===== config.mk =====
export PLATFORM = sky130hd
export DESIGN_NAME = multicycle_ctrl
export DESIGN_NICKNAME = d
export VERILOG_FILES = /design/src/rtl/multicycle_ctrl.sv
export SDC_FILE = /design/constraint.sdc
export NUM_CORES = 1
export LEC_CHECK = 0
export BUFFER_PORTS_ARGS = -buffer_cell sky130_fd_sc_hd__buf_2
export CAP_MARGIN = 20
export CORE_MARGIN = 2
export CORE_UTILIZATION = 40
export DETAILED_ROUTE_END_ITERATION = 10
export PLACE_DENSITY = 0.66
export SLEW_MARGIN = 20
export SYNTH_ARGS = -nofsm -noshare
export SYNTH_HDL_FRONTEND = slang
export SYNTH_SLANG_ARGS = --single-unit
export TNS_END_PERCENT = 100

===== constraint.sdc =====
create_clock -name i_clk -period 2.7 [get_ports i_clk]
set_clock_uncertainty 0.15 [all_clocks]
set_input_delay 0.27 -clock i_clk [delete_from_list [all_inputs] [get_ports i_clk]]
set_output_delay 0.27 -clock i_clk [all_outputs]
set_load 0.05 [all_outputs]

===== src/rtl/multicycle_ctrl.sv =====
// multicycle_ctrl: main control FSM of the multicycle RV32I core.
// Sequences lw, sw, R-ALU, I-ALU, beq/bne, jal and jalr through
// FETCH/DECODE/EXECUTE/MEM/WB states, steers the datapath muxes, drives the
// immediate type and handshakes with the shared instruction/data memory.
// Unsupported opcodes and memory timeouts park the FSM in TRAP until reset.
//
// Ports:
//   i_clk, i_rst     clock, synchronous active-high reset
//   i_inst           instruction register contents
//   i_zero           ALU zero flag (current cycle)
//   i_mem_ready      memory accepts/returns the access this cycle
//   o_mem_req        memory request, o_mem_write qualifies it as a store
//   o_adr_src        0=PC, 1=ALUOut as memory address
//   o_ir_write       load instruction/old-PC registers
//   o_pc_write       load PC from result bus
//   o_reg_write      write rd from result bus
//   o_alu_src_a/b    ALU operand selects
//   o_alu_op         00=add 01=sub 10=funct-decoded
//   o_result_src     00=ALUOut 01=mem rdata 10=ALU result
//   o_imm_type       000=I 001=S 010=B 011=J
//   o_instr_done     one-cycle pulse on the last cycle of each instruction
//   o_trap           sticky trap flag, o_trap_cause 0=illegal 1=mem timeout
module multicycle_ctrl #(
    parameter int MEM_TIMEOUT = 255
) (
    input  logic        i_clk,
    input  logic        i_rst,
    input  logic [31:0] i_inst,
    input  logic        i_zero,
    input  logic        i_mem_ready,
    output logic        o_mem_req,
    output logic        o_mem_write,
    output logic        o_adr_src,
    output logic        o_ir_write,
    output logic        o_pc_write,
    output logic        o_reg_write,
    output logic [1:0]  o_alu_src_a,
    output logic [1:0]  o_alu_src_b,
    output logic [1:0]  o_alu_op,
    output logic [1:0]  o_result_src,
    output logic [2:0]  o_imm_type,
    output logic        o_instr_done,
    output logic        o_trap,
    output logic        o_trap_cause
);

    localparam logic [6:0] OP_LW   = 7'b0000011;
    localparam logic [6:0] OP_SW   = 7'b0100011;
    localparam logic [6:0] OP_R    = 7'b0110011;
    localparam logic [6:0] OP_I    = 7'b0010011;
    localparam logic [6:0] OP_BR   = 7'b1100011;
    localparam logic [6:0] OP_JAL  = 7'b1101111;
    localparam logic [6:0] OP_JALR = 7'b1100111;

    // Waiting cycle number MEM_TIMEOUT is the one whose count equals this.
    localparam logic [7:0] TMO_LAST = 8'(MEM_TIMEOUT - 1);

    typedef enum logic [3:0] {
        S_FETCH, S_DECODE, S_MEMADR, S_MEMRD, S_MEMWR, S_MEMWB, S_EXEC_R,
        S_EXEC_I, S_ALUWB, S_BRANCH, S_JAL, S_JALR, S_JALR_LINK, S_TRAP
    } state_t;

    state_t      r_state, w_next;
    logic [7:0]  r_tmo_cnt;
    logic        r_trap, r_trap_cause;
    logic        w_wait, w_wait_next, w_tmo_hit;
    logic [6:0]  w_op;
    logic [2:0]  w_f3;
    logic        w_unused;

    assign w_op     = i_inst[6:0];
    assign w_f3     = i_inst[14:12];
    assign w_unused = ^{i_inst[31:15], i_inst[11:7]};

    assign w_wait      = (r_state == S_FETCH) || (r_state == S_MEMRD) || (r_state == S_MEMWR);
    assign w_wait_next = (w_next == S_FETCH) || (w_next == S_MEMRD) || (w_next == S_MEMWR);
    // A ready in the final allowed cycle still counts as normal progress.
    assign w_tmo_hit   = w_wait && !i_mem_ready && (r_tmo_cnt == TMO_LAST);

    assign o_trap       = r_trap;
    assign o_trap_cause = r_trap_cause;

    always_ff @(posedge i_clk) begin
        if (i_rst) begin
            r_state      <= S_FETCH;
            r_tmo_cnt    <= '0;
            r_trap       <= 1'b0;
            r_trap_cause <= 1'b0;
        end else begin
            r_state <= w_next;
            if (w_next == S_TRAP && r_state != S_TRAP) begin
                r_trap       <= 1'b1;
                r_trap_cause <= w_tmo_hit;
            end
            if (w_wait_next && w_next != r_state)
                r_tmo_cnt <= '0;
            else if (w_wait && !i_mem_ready)
                r_tmo_cnt <= r_tmo_cnt + 8'd1;
        end
    end

    always_comb begin
        case (w_op)
            OP_LW, OP_I, OP_JALR: o_imm_type = 3'b000;
            OP_SW:                o_imm_type = 3'b001;
            OP_BR:                o_imm_type = 3'b010;
            OP_JAL:               o_imm_type = 3'b011;
            default:              o_imm_type = 3'b000;
        endcase
    end

    always_comb begin
        w_next       = r_state;
        o_mem_req    = 1'b0;
        o_mem_write  = 1'b0;
        o_adr_src    = 1'b0;
        o_ir_write   = 1'b0;
        o_pc_write   = 1'b0;
        o_reg_write  = 1'b0;
        o_alu_src_a  = 2'b00;
        o_alu_src_b  = 2'b00;
        o_alu_op     = 2'b00;
        o_result_src = 2'b00;
        o_instr_done = 1'b0;
        case (r_state)
            S_FETCH: begin
                o_mem_req    = 1'b1;
                o_alu_src_b  = 2'b10;
                o_result_src = 2'b10;
                o_ir_write   = i_mem_ready;
                o_pc_write   = i_mem_ready;
                if (i_mem_ready)    w_next = S_DECODE;
                else if (w_tmo_hit) w_next = S_TRAP;
            end
            S_DECODE: begin
                // ALUOut <= oldPC + imm, the branch/jal target.
                o_alu_src_a = 2'b01;
                o_alu_src_b = 2'b01;
                case (w_op)
                    OP_LW, OP_SW: w_next = S_MEMADR;
                    OP_R:         w_next = S_EXEC_R;
                    OP_I:         w_next = S_EXEC_I;
                    OP_BR:        w_next = (w_f3[2:1] == 2'b00) ? S_BRANCH : S_TRAP;
                    OP_JAL:       w_next = S_JAL;
                    OP_JALR:      w_next = S_JALR;
                    default:      w_next = S_TRAP;
                endcase
            end
            S_MEMADR: begin
                o_alu_src_a = 2'b10;
                o_alu_src_b = 2'b01;
                w_next      = (w_op == OP_SW) ? S_MEMWR : S_MEMRD;
            end
            S_MEMRD: begin
                o_mem_req = 1'b1;
                o_adr_src = 1'b1;
                if (i_mem_ready)    w_next = S_MEMWB;
                else if (w_tmo_hit) w_next = S_TRAP;
            end
            S_MEMWB: begin
                o_result_src = 2'b01;
                o_reg_write  = 1'b1;
                o_instr_done = 1'b1;
                w_next       = S_FETCH;
            end
            S_MEMWR: begin
                o_mem_req    = 1'b1;
                o_mem_write  = 1'b1;
                o_adr_src    = 1'b1;
                o_instr_done = i_mem_ready;
                if (i_mem_ready)    w_next = S_FETCH;
                else if (w_tmo_hit) w_next = S_TRAP;
            end
            S_EXEC_R, S_EXEC_I: begin
                o_alu_src_a = 2'b10;
                o_alu_src_b = (r_state == S_EXEC_I) ? 2'b01 : 2'b00;
                o_alu_op    = 2'b10;
                w_next      = S_ALUWB;
            end
            S_ALUWB: begin
                o_reg_write  = 1'b1;
                o_instr_done = 1'b1;
                w_next       = S_FETCH;
            end
            S_BRANCH: begin
                // funct3[0] distinguishes bne (taken when not equal) from beq.
                o_alu_src_a  = 2'b10;
                o_alu_op     = 2'b01;
                o_pc_write   = i_zero ^ w_f3[0];
                o_instr_done = 1'b1;
                w_next       = S_FETCH;
            end
            S_JAL: begin
                // PC <= target held in ALUOut while the ALU forms oldPC+4 for the link.
                o_pc_write  = 1'b1;
                o_alu_src_a = 2'b01;
                o_alu_src_b = 2'b10;
                w_next      = S_ALUWB;
            end
            S_JALR: begin
                o_alu_src_a  = 2'b10;
                o_alu_src_b  = 2'b01;
                o_result_src = 2'b10;
                o_pc_write   = 1'b1;
                w_next       = S_JALR_LINK;
            end
            S_JALR_LINK: begin
                o_alu_src_a  = 2'b01;
                o_alu_src_b  = 2'b10;
                o_result_src = 2'b10;
                o_reg_write  = 1'b1;
                o_instr_done = 1'b1;
                w_next       = S_FETCH;
            end
            S_TRAP:  w_next = S_TRAP;
            default: w_next = S_TRAP;
        endcase
        if (i_rst) begin
            o_mem_req    = 1'b0;
            o_mem_write  = 1'b0;
            o_ir_write   = 1'b0;
            o_pc_write   = 1'b0;
            o_reg_write  = 1'b0;
            o_instr_done = 1'b0;
        end
    end

endmodule


# [Word-level counts from Yosys, hierarchy flattened]
# Cells that the tools add are included.
[classes] muxes=27 n_reduce_logical=26 add_sub_neg=1 n_eq_ne=25 bitwise_logic=1
[ops] operator="one-hot mux 4 bit (8 select lines)" count=1
[ops] operator="== test 4 bit, second input constant" count=6
[ops] operator="one-hot mux 4 bit (6 select lines)" count=1
[ops] operator="== test 7 bit, second input constant" count=3
[ops] operator="OR reduction 3 bit" count=7
[ops] operator="== test 4 x 3 -> 1 bit, second input constant" count=5
[ops] operator="2-to-1 mux 4 bit" count=4
[ops] operator="== test 7 x 6 -> 1 bit, second input constant" count=2
[ops] operator="== test 4 x 2 -> 1 bit, second input constant" count=3
[ops] operator="2-to-1 mux 1 bit" count=12
[ops] operator="one-hot mux 2 bit (2 select lines)" count=3
[ops] operator="one-hot mux 2 bit (3 select lines)" count=2
[ops] operator="OR reduction 2 bit" count=5
[ops] operator="adder 8 x 1 -> 8 bit, second input constant" count=1
[ops] operator="== test 8 bit, second input constant" count=1
[ops] operator="logical NOT 4 bit" count=2
[ops] operator="== test 7 x 2 -> 1 bit, second input constant" count=1
[ops] operator="== test 7 x 5 -> 1 bit, second input constant" count=1
[ops] operator="2-to-1 mux 3 bit" count=2
[ops] operator="OR reduction 5 bit" count=1
[ops] operator="== test 4 x 1 -> 1 bit, second input constant" count=1
[ops] operator="logical AND 1 bit" count=4
[ops] operator="logical OR 1 bit" count=4
[ops] operator="!= test 4 bit" count=1
[ops] operator="other kinds (7)" count=7
[word_totals] in_bits=36 out_inout_bits=20 register_bits=14

# [Logic depth before layout (Yosys ltp)]
# Gate-level depths: netlist of the first run.
[depth] depth_word=13 depth_mapped=8

# [Least setup slack after synthesis of the first run]
# No wires, ideal clock.
[synth_timing] kind="reg2out" from="reg r_state[0]" to="out o_pc_write" required_ns=2.280 path_buffers=1 setup_slack_ns=-0.058 t_arrival_ns=2.338 path_stages_with_launch=5 cell_sequence="dfxtp_1 -> or2_2 -> clkbuf_1 -> nor3_1 -> or2_2"
[synth_between] elab_chain_cells=4 word_cells_on_any_way=7 classes_between="eq/ne (3); mux (2); reduce/logical (2)"
[synth_rtl] element="start, declared" line_no="63" rtl="state_t r_state, w_next;"
[synth_rtl] element="start signal, assigned" line_no="90" rtl="r_state <= w_next;"
[synth_rtl] element="== test 4 bit" line_no="125" rtl="case (r_state)"
[synth_rtl] element="OR reduction 2 bit (no line)"
[synth_rtl] element="one-hot mux 1 bit (3 select lines) *" line_no="125"
[synth_rtl] element="2-to-1 mux 1 bit *" line_no="218" rtl="if (i_rst) begin"
[synth_rtl] element="end, declared" line_no="35" rtl="output logic o_pc_write,"
# Mark *: on every way between the ends. The rest lies on a longest branch, timed or not.

# [Worst setup path in the final report of the first run]
[layout_timing] from="reg r_tmo_cnt[3]" to="reg r_trap_cause, in the netlist o_trap_cause"
[layout_between] elab_chain_cells=7 word_cells_on_any_way=9 classes_between="eq/ne (2); mux (5); reduce/logical (2)"
[layout_rtl] element="start, declared" line_no="64" rtl="logic [7:0] r_tmo_cnt;"
[layout_rtl] element="start signal, assigned" line_no="98" rtl="r_tmo_cnt <= r_tmo_cnt + 8'd1;"
[layout_rtl] element="== test 8 bit *" line_no="78" rtl="assign w_tmo_hit = w_wait && !i_mem_ready && (r_tmo_cnt == TMO_LAST);"
[layout_rtl] element="logical AND 1 bit *" line_no="78"
[layout_rtl] element="2-to-1 mux 4 bit" line_no="133, 158, 172"
[layout_rtl] element="2-to-1 mux 4 bit, on equally long branches" line_no="171, 132, 157"
[layout_rtl] element="one-hot mux 4 bit (8 select lines)" line_no="125"
[layout_rtl] element="== test 4 bit" line_no="91" rtl="if (w_next == S_TRAP && r_state != S_TRAP) begin"
[layout_rtl] element="logical AND 1 bit" line_no="91"
[layout_rtl] element="end signal, assigned" line_no="93" rtl="r_trap_cause <= w_tmo_hit;"
[layout_rtl] element="end, declared" line_no="65" rtl="logic r_trap, r_trap_cause;"
# Marks and branches as above.
# A chain may end at the register's enable or synchronous reset.

==> results.json, run 1 <==
{
  "power_density_mw_per_mm2": 547.8,
  "final.setup.tns_ns": 0,
  "cp.required_ns": 2.70,
  "portBuffers": 32,
  "setup_violations": 0,
  "fmax_ghz": 0.4150,
  "ys.flop_type": "dfxtp_1",
  "endpoint_kind": "flip-flop",
  "synth_area_mm2": 0.001308,
  "htreeDepth": 1,
  "grt_max_degree": 21,
  "critical_path_class": "reg2reg",
  "clock-root-buffer": "clkbuf_4",
  "fin_hold_ws_ns": 0.2066,
  "hold_class": "in2reg",
  "dp.cells": 242,
  "fin_nets": 241,
  "maxCapViolations": 0,
  "cts_hold_buf": 0,
  "final_antenna_net_count": 0,
  "final_cell_count_no_fill": 246,
  "die_y_um": 61.18,
  "vias_per_cell": 5.833,
  "drtPass1Iterations": 4,
  "avgRoutedWirePerCell_um": 14.50,
  "synth_nets": 208,
  "grt_setup_unrepaired": "no",
  "grt.total_usage": 0.2093,
  "area_delta_synth_final_pct": 21.24,
  "period_share": 0.8924,
  "max_slew_margin": 0.6437,
  "die-area_mm2": 0.003742,
  "gp_congestion": 0.8747,
  "multi_input_area_um2": 982.2,
  "final-hold-violation-count": 0,
  "wirelength_um": 3568,
  "cts_setup_buffers": 0,
  "synth_top_area_frac": 0.2144,
  "nFillCells": 299,
  "worst_pin_slew_ns": 0.5304,
  "post-route-min-period_ns": 2.409,
  "io_pins": 56,
  "power.leakage_nw": 0.6206,
  "grt_overflow": 0,
  "synth_area_leaders": "dfxtp_1 21%, a211oi_1 7.5%, nor2_1 5.5%",
  "critical_path_arrival_ns": 2.40,
  "ys_top_cells_by_count": "19 x nor2_1, 14 x dfxtp_1, 13 x a211oi_1",
  "yosys_warnings": 0,
  "critPathMaxFanout": 5,
  "power_mw": 0.8684,
  "vdd_drop_max_v": 0.0002718,
  "drive_gt1_frac": 0.3069,
  "grt_pass1_vias": 1273,
  "grt_pass1_wl_um": 6023,
  "startpoint_type": "flip-flop",
  "ys_seq_elements": 14,
  "cts_made_buffers": 3,
  "num_vias": 1435,
  "dpl.hpwl_um": 2677,
  "clk_latency_ns": 0.28,
  "status": "completed",
  "clk_pin_slew_ns": 0.08,
  "cts_tree": "yes",
  "fin_util": 0.5150,
  "yosysSeqAreaShare": 0.2144,
  "yosys.area.top_type": "dfxtp_1",
  "antenna_found_initial": 0,
  "syn_inst": 170,
  "synthArstFlopShare": 0,
  "synth_most_common_cell": "nor2_1",
  "clk_path_buf_depth": 2,
  "n_antenna_cell": 0,
  "drcViolationCount": 0,
  "fp-row-count": 20,
  "start_util": 0.4248,
  "drtIter0Drc": 56,
  "ys_types": 50,
  "syn_avg_cell_area_um2": 7.691,
  "maxSlewViolCount": 0,
  "coreArea_mm2": 0.003078,
  "synth_edf_count": 0,
  "ff_latch_area_um2": 280.3,
  "die-width_um": 61.18,
  "clock_sinks": 14
}
per-stage QoR:
step	instance area, um2	setup slack (ns)
after floorplan	1313	0.1697
after global placement	1533	0.1903
after detailed placement	1533	0.07200
after CTS	1569	0.05871
after global routing	1585	0.05262
final	1585	0.2905
worst paths after layout:
kind	end	slack, ns	start	depth (start not counted)
setup / recovery	o_trap_cause	0.29	r_tmo_cnt[3]	6
hold reg to reg	o_trap_cause	0.34	o_trap_cause	2
setup reg to reg	o_trap_cause	0.29	r_tmo_cnt[3]	6
hold / removal	r_state[2]	0.21	i_rst	2
sequential cells by signal (all words and copies together), names as in the netlist:
| signal | flops |
|---|---|
| o_trap_cause | 1 |
| r_state | 4 |
| r_tmo_cnt | 8 |
| o_trap | 1 |
per-layer routing:
| metal | track usage | vias up | share of wire |
|---|---|---|---|
| met5 | 0 | - | 0 |
| met4 | 0.04969 | 0 | 0.0073 |
| met3 | 0.04202 | 4 | 0.083 |
| met2 | 0.3450 | 72 | 0.48 |
| met1 | 0.2813 | 668 | 0.43 |
| li1 | - | 691 | - |
placed cells by master (no fill, tap or decap), types with 2 or more instances in the layout:
cell,count
buf_2,32
nor2_1,19
dfxtp_1,14
a211oi_1,13
nand2_1,10
a21oi_1,9
nand2b_1,7
buf_4,7
o21ai_0,6
or2_2,6
o22ai_1,6
inv_1,5
nand4_1,5
xor2_1,5
nand3_1,4
nor3_1,4
a211o_1,4
xnor2_1,3
clkbuf_4,3
nand3b_1,2
o21a_1,2
or3_4,2
o31a_1,2
and3_1,2
nor2b_1,2
or3_1,2
a32o_1,2
ha_1,2
where the power goes:
part	leakage, nW	total (mW)	internal [mW]	switching, mW
combinational	0.486	0.473	0.157	0.315
sequential	0.114	0.249	0.222	0.0268
clock	0.0210	0.147	0.0820	0.0651
total	0.621	0.868	0.461	0.407
worst max-delay path: stages (launching register included):
cell	delay, ns
dfxtp_1	0.43
nand4_1	0.21
o31a_1	0.32
nor3_1	0.42
a211oi_1	0.15
nor4_1	0.44
o22ai_1	0.15
layout make-up:
cell class | instances | share of cell area
clock buffers | 4 | 0.02289
repair buffers | 39 | 0.1342
flip-flops and latches | 14 | 0.1768
inverters | 5 | 0.01184
well taps | 44 | 0.03473
multi-input cells | 140 | 0.6196
cells by family (layout without fill, tap and decap cells):
logic type | Yosys count | after routing | share of synthesized area
AND/OR/NAND/NOR | 72 | 72 | 0.3120
AO/OA/AOI/OAI | 55 | 55 | 0.3321
buffers and inverters | 16 | 48 | 0.05071
flip-flops | 14 | 14 | 0.2144
XOR/XNOR | 8 | 8 | 0.05359
adder cells (fa/ha/maj) | 3 | 3 | 0.02679
other | 1 | 1 | 0.002868
multiplexers | 1 | 1 | 0.007656
repair_timing:
action | in CTS | in global routing
setup endpoints to repair | 0 | 9
gates resized for setup | 0 | 2
endpoints found under the hold margin | 0 | 0
No activity file was read; power rests on OpenSTA's default activity.
==> run 2: changes to the inputs <==
==> constraint.sdc (replaced) <==
create_clock -name i_clk -period 2.7 [get_ports i_clk]
set_clock_uncertainty 0.15 [all_clocks]
set_input_delay 0.135 -clock i_clk [delete_from_list [all_inputs] [get_ports i_clk]]
set_output_delay 0.135 -clock i_clk [all_outputs]
set_load 0.05 [all_outputs]
==> run 2 against run 1 <==
  * Wire length is 5.8% lower
  * Count of clock-buffer cells in the layout stayed put
  * Worst hold slack worse by 0.12 ns
  * Core utilization is 0.69 points lower
  * Die area stayed put
  * Largest power group unchanged
  * Non-clock buffer count stayed put
  * Clock power hardly changed
  * Global-route usage is 2.3 points lower
  * Sequential share of layout area is 0.24 points higher
  * Design area is 1.3% lower
==> results.json, run 2 (same netlist as run 1, synthesis figures left out) <==
{
  "cts_hold_buf": 0,
  "cp_slowest_stage_delay_ns": 0.64,
  "grt_pass1_wl_um": 5464,
  "clk_latency_ns": 0.27,
  "start_util": 0.4248,
  "power_density_mw_per_mm2": 543.6,
  "maxCapViolations": 0,
  "largest_reg_flops": 8,
  "area_delta_synth_final_pct": 19.62,
  "num_vias": 1431,
  "rr_startpoint": "r_state[1]",
  "r2r.worst_path.cells": 5,
  "reg_top3": "r_tmo_cnt: 8 flops, r_state: 4 flops",
  "critical_path_arrival_ns": 2.46,
  "cp_slowest_cell": "nor4b_1",
  "p_sw_mw": 0.3931,
  "power_frac_clock": 0.174,
  "grt_pass1_vias": 1288,
  "cts_tree": "yes",
  "post-route-min-period_ns": 2.462,
  "antenna_found_initial": 0,
  "dpl.hpwl_um": 2599,
  "wirelength_um": 3361,
  "ff2ff_setup_slack_ns": 0.24,
  "worst_pin_slew_ns": 0.5996,
  "cts_resized": 0,
  "gp_congestion": 0.8504,
  "die-area_mm2": 0.003742,
  "switching_share": 0.4623,
  "max_slew_margin": 0.5947,
  "final_antenna_net_count": 0,
  "clk_pin_slew_ns": 0.09,
  "die_y_um": 61.18,
  "internal-power_mw": 0.4571,
  "endpoint_kind": "flip-flop",
  "hold_class": "in2reg",
  "cp_cell_sequence": "nor4b_1, and3_1, a211oi_1, nor4_1, o22ai_1",
  "seqPwrFrac": 0.293,
  "crit_family": "simple AND/OR/NAND/NOR gates",
  "drtPass1Iterations": 4,
  "portBuffers": 32,
  "clk_path_buf_depth": 2,
  "fmax_ghz": 0.4061,
  "coreArea_mm2": 0.003078,
  "final_cell_mix": "32 x buf_2, 19 x nor2_1, 14 x dfxtp_1, 13 x a211oi_1, 10 x nand2_1",
  "clock-root-buffer": "clkbuf_4",
  "cts_setup_buffers": 0,
  "period_share": 0.9120,
  "drive_gt1_frac": 0.2970,
  "clock_sinks": 14,
  "die-width_um": 61.18,
  "critical_path_class": "reg2reg",
  "whs_endpoint": "r_state[3]",
  "nFillCells": 312,
  "setup_violations": 0,
  "fin_nets": 241,
  "vias_per_cell": 5.817,
  "final.setup.tns_ns": 0,
  "grt_overflow": 0,
  "htreeDepth": 1,
  "cts_made_buffers": 3,
  "mostFrequentLayoutCell": "buf_2",
  "drtIter0Drc": 41,
  "drcViolationCount": 0,
  "grt.total_usage": 0.1867,
  "hp-start": "i_rst",
  "maxSlewViolCount": 0,
  "grt_setup_unrepaired": "no",
  "critPathMaxFanout": 17,
  "final-hold-violation-count": 0,
  "power_frac_comb": 0.533,
  "n_antenna_cell": 0,
  "power.leakage_nw": 0.6137,
  "fp-row-count": 20,
  "avgRoutedWirePerCell_um": 13.66,
  "top_register": "r_tmo_cnt",
  "status": "completed",
  "startpoint_type": "flip-flop",
  "grt_max_degree": 21,
  "vdd_drop_max_v": 0.0002690,
  "fin_hold_ws_ns": 0.08568,
  "cp.required_ns": 2.69,
  "min_path_cells": 2,
  "io_pins": 56,
  "path_buf_inv": 0,
  "reg2reg_to": "o_trap_cause"
}
[run 2: cell types whose count changed in the layout (fill, tap and decap cells not counted)]
cell      delta
o311ai_4     -1
nor3_2       -1
nor4b_2      -1
nor3_1       +1
nor4b_1      +1
o311ai_2     +1
[run 2: power by group through the flow]
stage	Combinational [mW]	Sequential, mW	Clock [mW]
after global placement	0.444	0.253	0
after CTS	0.454	0.249	0.150
after detailed placement	0.453	0.254	0
after floorplan	0.347	0.247	0
after global routing	0.487	0.252	0.161
final	0.453	0.249	0.148
[run 2: layout make-up]
cell class	count	area [um2]	share of cell area
multi-input cells	140	960.9	0.6144
well taps	44	55.05	0.03520
repair buffers	39	212.7	0.1360
clock buffers	4	36.28	0.02320
inverters	5	18.77	0.01200
flip-flops and latches	14	280.3	0.1792
[run 2: worst max-delay path by stage]
stage	from	to	slack, ns	cells past startpoint
2_1_floorplan	r_state[0]	o_pc_write	0.08	4
3_3_place_gp	r_state[1]	o_trap_cause	0.32	5
3_5_place_dp	r_state[1]	o_trap_cause	0.26	5
4_1_cts	r_state[1]	o_trap_cause	0.26	5
5_1_grt	r_state[1]	o_trap_cause	0.02	5
6_report	r_state[1]	o_trap_cause	0.24	5
[run 2: through the flow]
stage          setup WS (ns)  utilization  cells  power, mW  instance area, um2
4_1_cts               0.2647       0.5081    246     0.8526                1564
5_1_grt              0.02219       0.5081    246     0.9002                1564
3_3_place_gp          0.3151       0.4963    242     0.6968                1528
6_report              0.2377       0.5081    246     0.8502                1564
2_1_floorplan        0.07714            -    170     0.5938                1308
3_5_place_dp          0.2630       0.4963    242     0.7068                1528
[run 2: worst register-to-register path: cells and delay by family, from the launching register on]
kind / cells / cell delay, ns
simple gates: 3 / 1.46
compound gates: 2 / 0.25
flops: 1 / 0.49
[run 2: per-layer routing]
layer  track usage  wire [um]  part of all wire
met3       0.03571        127             0.038
met4       0.03416         21            0.0062
met1        0.2234       1519              0.45
met5             0          0                 0
met2        0.3465       1692              0.50
==> run 3: changes to the inputs <==
--- a/config.mk
+++ b/config.mk
@@ -5,8 +5,8 @@
 export SDC_FILE = /design/constraint.sdc
 export NUM_CORES = 1
 export LEC_CHECK = 0
-export BUFFER_PORTS_ARGS = -buffer_cell sky130_fd_sc_hd__buf_2
-export CAP_MARGIN = 20
+export BUFFER_PORTS_ARGS = -buffer_cell sky130_fd_sc_hd__buf_4
+export CAP_MARGIN = 5
 export CORE_MARGIN = 2
 export CORE_UTILIZATION = 40
 export DETAILED_ROUTE_END_ITERATION = 10
==> run 3 against run 2 <==
  * Total power shrank 0.76%
  * Wire length grew 2.6%
  * Final cell count shrank 0.41%
  * Register-to-register slack lost 0.02 ns
  * Clock power shrank 24%
  * Non-clock buffer count is the same
  * Global-route usage grew 0.45 points
  * Worst hold slack lost 0.054 ns
  * Combinational power grew 6.2%
  * Sequential power is essentially flat
  * Via count shrank 3.0%
  * Sequential share of layout area shrank 0.73 points
==> results.json, run 3 (same netlist as run 1, synthesis figures left out) <==
{
  "status": "completed",
  "start_util": 0.4248,
  "cts_made_buffers": 3,
  "fmax_ghz": 0.4028,
  "reg_top3": "r_tmo_cnt: 8 flops, r_state: 4 flops",
  "grt_overflow": 0,
  "cts_resized": 0,
  "drive_gt1_frac": 0.2935,
  "final-hold-violation-count": 0,
  "cp_slowest_cell": "nor4b_1",
  "cts_tree": "yes",
  "grt_max_degree": 21,
  "multi_input_area_um2": 960.9,
  "cts_hold_buf": 0,
  "critical_path_arrival_ns": 2.47,
  "clock_sinks": 14,
  "drcViolationCount": 0,
  "antenna_found_initial": 0,
  "ff_latch_area_um2": 280.3,
  "placed_area_mm2": 0.001608,
  "cp.required_ns": 2.69,
  "fp-row-count": 20,
  "path_buf_inv": 0,
  "worst_pin_slew_ns": 0.5827,
  "power_density_mw_per_mm2": 517.5,
  "grt_pass1_vias": 1300,
  "die_y_um": 61.18,
  "dpl.hpwl_um": 2688,
  "fin_nets": 241,
  "portBuffers": 32,
  "power.leakage_nw": 0.6205,
  "top_register": "r_tmo_cnt",
  "fin_hold_ws_ns": 0.03183,
  "maxCapViolations": 0,
  "n_antenna_cell": 0,
  "critical_path_class": "reg2reg",
  "mostFrequentLayoutCell": "buf_4",
  "grt.total_usage": 0.1912,
  "grt_setup_unrepaired": "no",
  "startpoint_type": "flip-flop",
  "final_cell_mix": "39 x buf_4, 19 x nor2_1, 14 x dfxtp_1, 13 x a211oi_1, 10 x nand2_1",
  "vias_per_cell": 5.665,
  "crit_family": "simple AND/OR/NAND/NOR gates",
  "cp_cell_sequence": "nor4b_1, and3_1, a211oi_1, nor4_1, o22ai_1",
  "gp_congestion": 0.8662,
  "max_slew_margin": 0.6061,
  "critPathMaxFanout": 17,
  "maxSlewViolCount": 0,
  "clk_latency_ns": 0.27,
  "num_vias": 1388,
  "final_antenna_net_count": 0,
  "clk_pin_slew_ns": 0.07,
  "clock-root-buffer": "clkbuf_4",
  "final_cell_area_mm2": 0.001630,
  "nFillCells": 301,
  "clk_path_buf_depth": 2,
  "largest_reg_flops": 8,
  "htreeDepth": 1,
  "coreArea_mm2": 0.003078,
  "area_delta_synth_final_pct": 24.69,
  "final.setup.tns_ns": 0,
  "post-route-min-period_ns": 2.482,
  "avgRoutedWirePerCell_um": 14.08,
  "endpoint_kind": "flip-flop",
  "setup_violations": 0,
  "period_share": 0.9194,
  "cp_slowest_stage_delay_ns": 0.63,
  "drtIter0Drc": 47,
  "die-width_um": 61.18,
  "wirelength_um": 3450,
  "cts_setup_buffers": 0,
  "vdd_drop_max_v": 0.0002605,
  "hold_class": "in2reg",
  "die-area_mm2": 0.003742,
  "final_cell_count_no_fill": 245,
  "io_pins": 56,
  "dp.cells": 242,
  "grt_pass1_wl_um": 5554,
  "drtPass1Iterations": 4
}
## run 3: worst register-to-register path, cell delays in order (launching register included)
cell and delay (ns):
dfxtp_1 0.49, nor4b_1 0.63, and3_1 0.40, a211oi_1 0.11, nor4_1 0.42, o22ai_1 0.15
## run 3: cell type report
type,count,share of cell area
clock buffers,3,0.01381
inverters,5,0.01151
multi-input cells,140,0.5894
flip-flops and latches,14,0.1719
well taps,44,0.03377
repair buffers,39,0.1796
## run 3: layer usage
metal	track usage	vias up	part of all wire
met2	0.3343	42	0.49
met4	0.05590	0	0.014
met1	0.2392	647	0.46
li1	-	695	-
met3	0.03361	4	0.036
met5	0	-	0
## run 3: where the power goes
group          internal (mW)  switching, mW  leakage (nW)
registers              0.222         0.0274         0.114
logic                  0.177          0.305         0.493
clock network         0.0516         0.0616        0.0138
## run 3: metrics by stage
stage	utilization	worst slack [ns]	power [mW]
floorplan	-	0.07714	0.5938
global placement	0.5224	0.2615	0.7260
detailed placement	0.5224	0.2342	0.7336
CTS	0.5297	0.2237	0.8478
global route	0.5297	0.02019	0.8910
finish	0.5297	0.2176	0.8438
## run 3: worst paths after layout
path	startpoint	to	slack [ns]	cells after the start
worst max-delay path	r_state[1]	o_trap_cause	0.22	5
worst min-delay path	i_rst	r_tmo_cnt[0]	0.03	2
worst max register to register	r_state[1]	o_trap_cause	0.22	5
worst min register to register	o_trap	o_trap	0.34	1
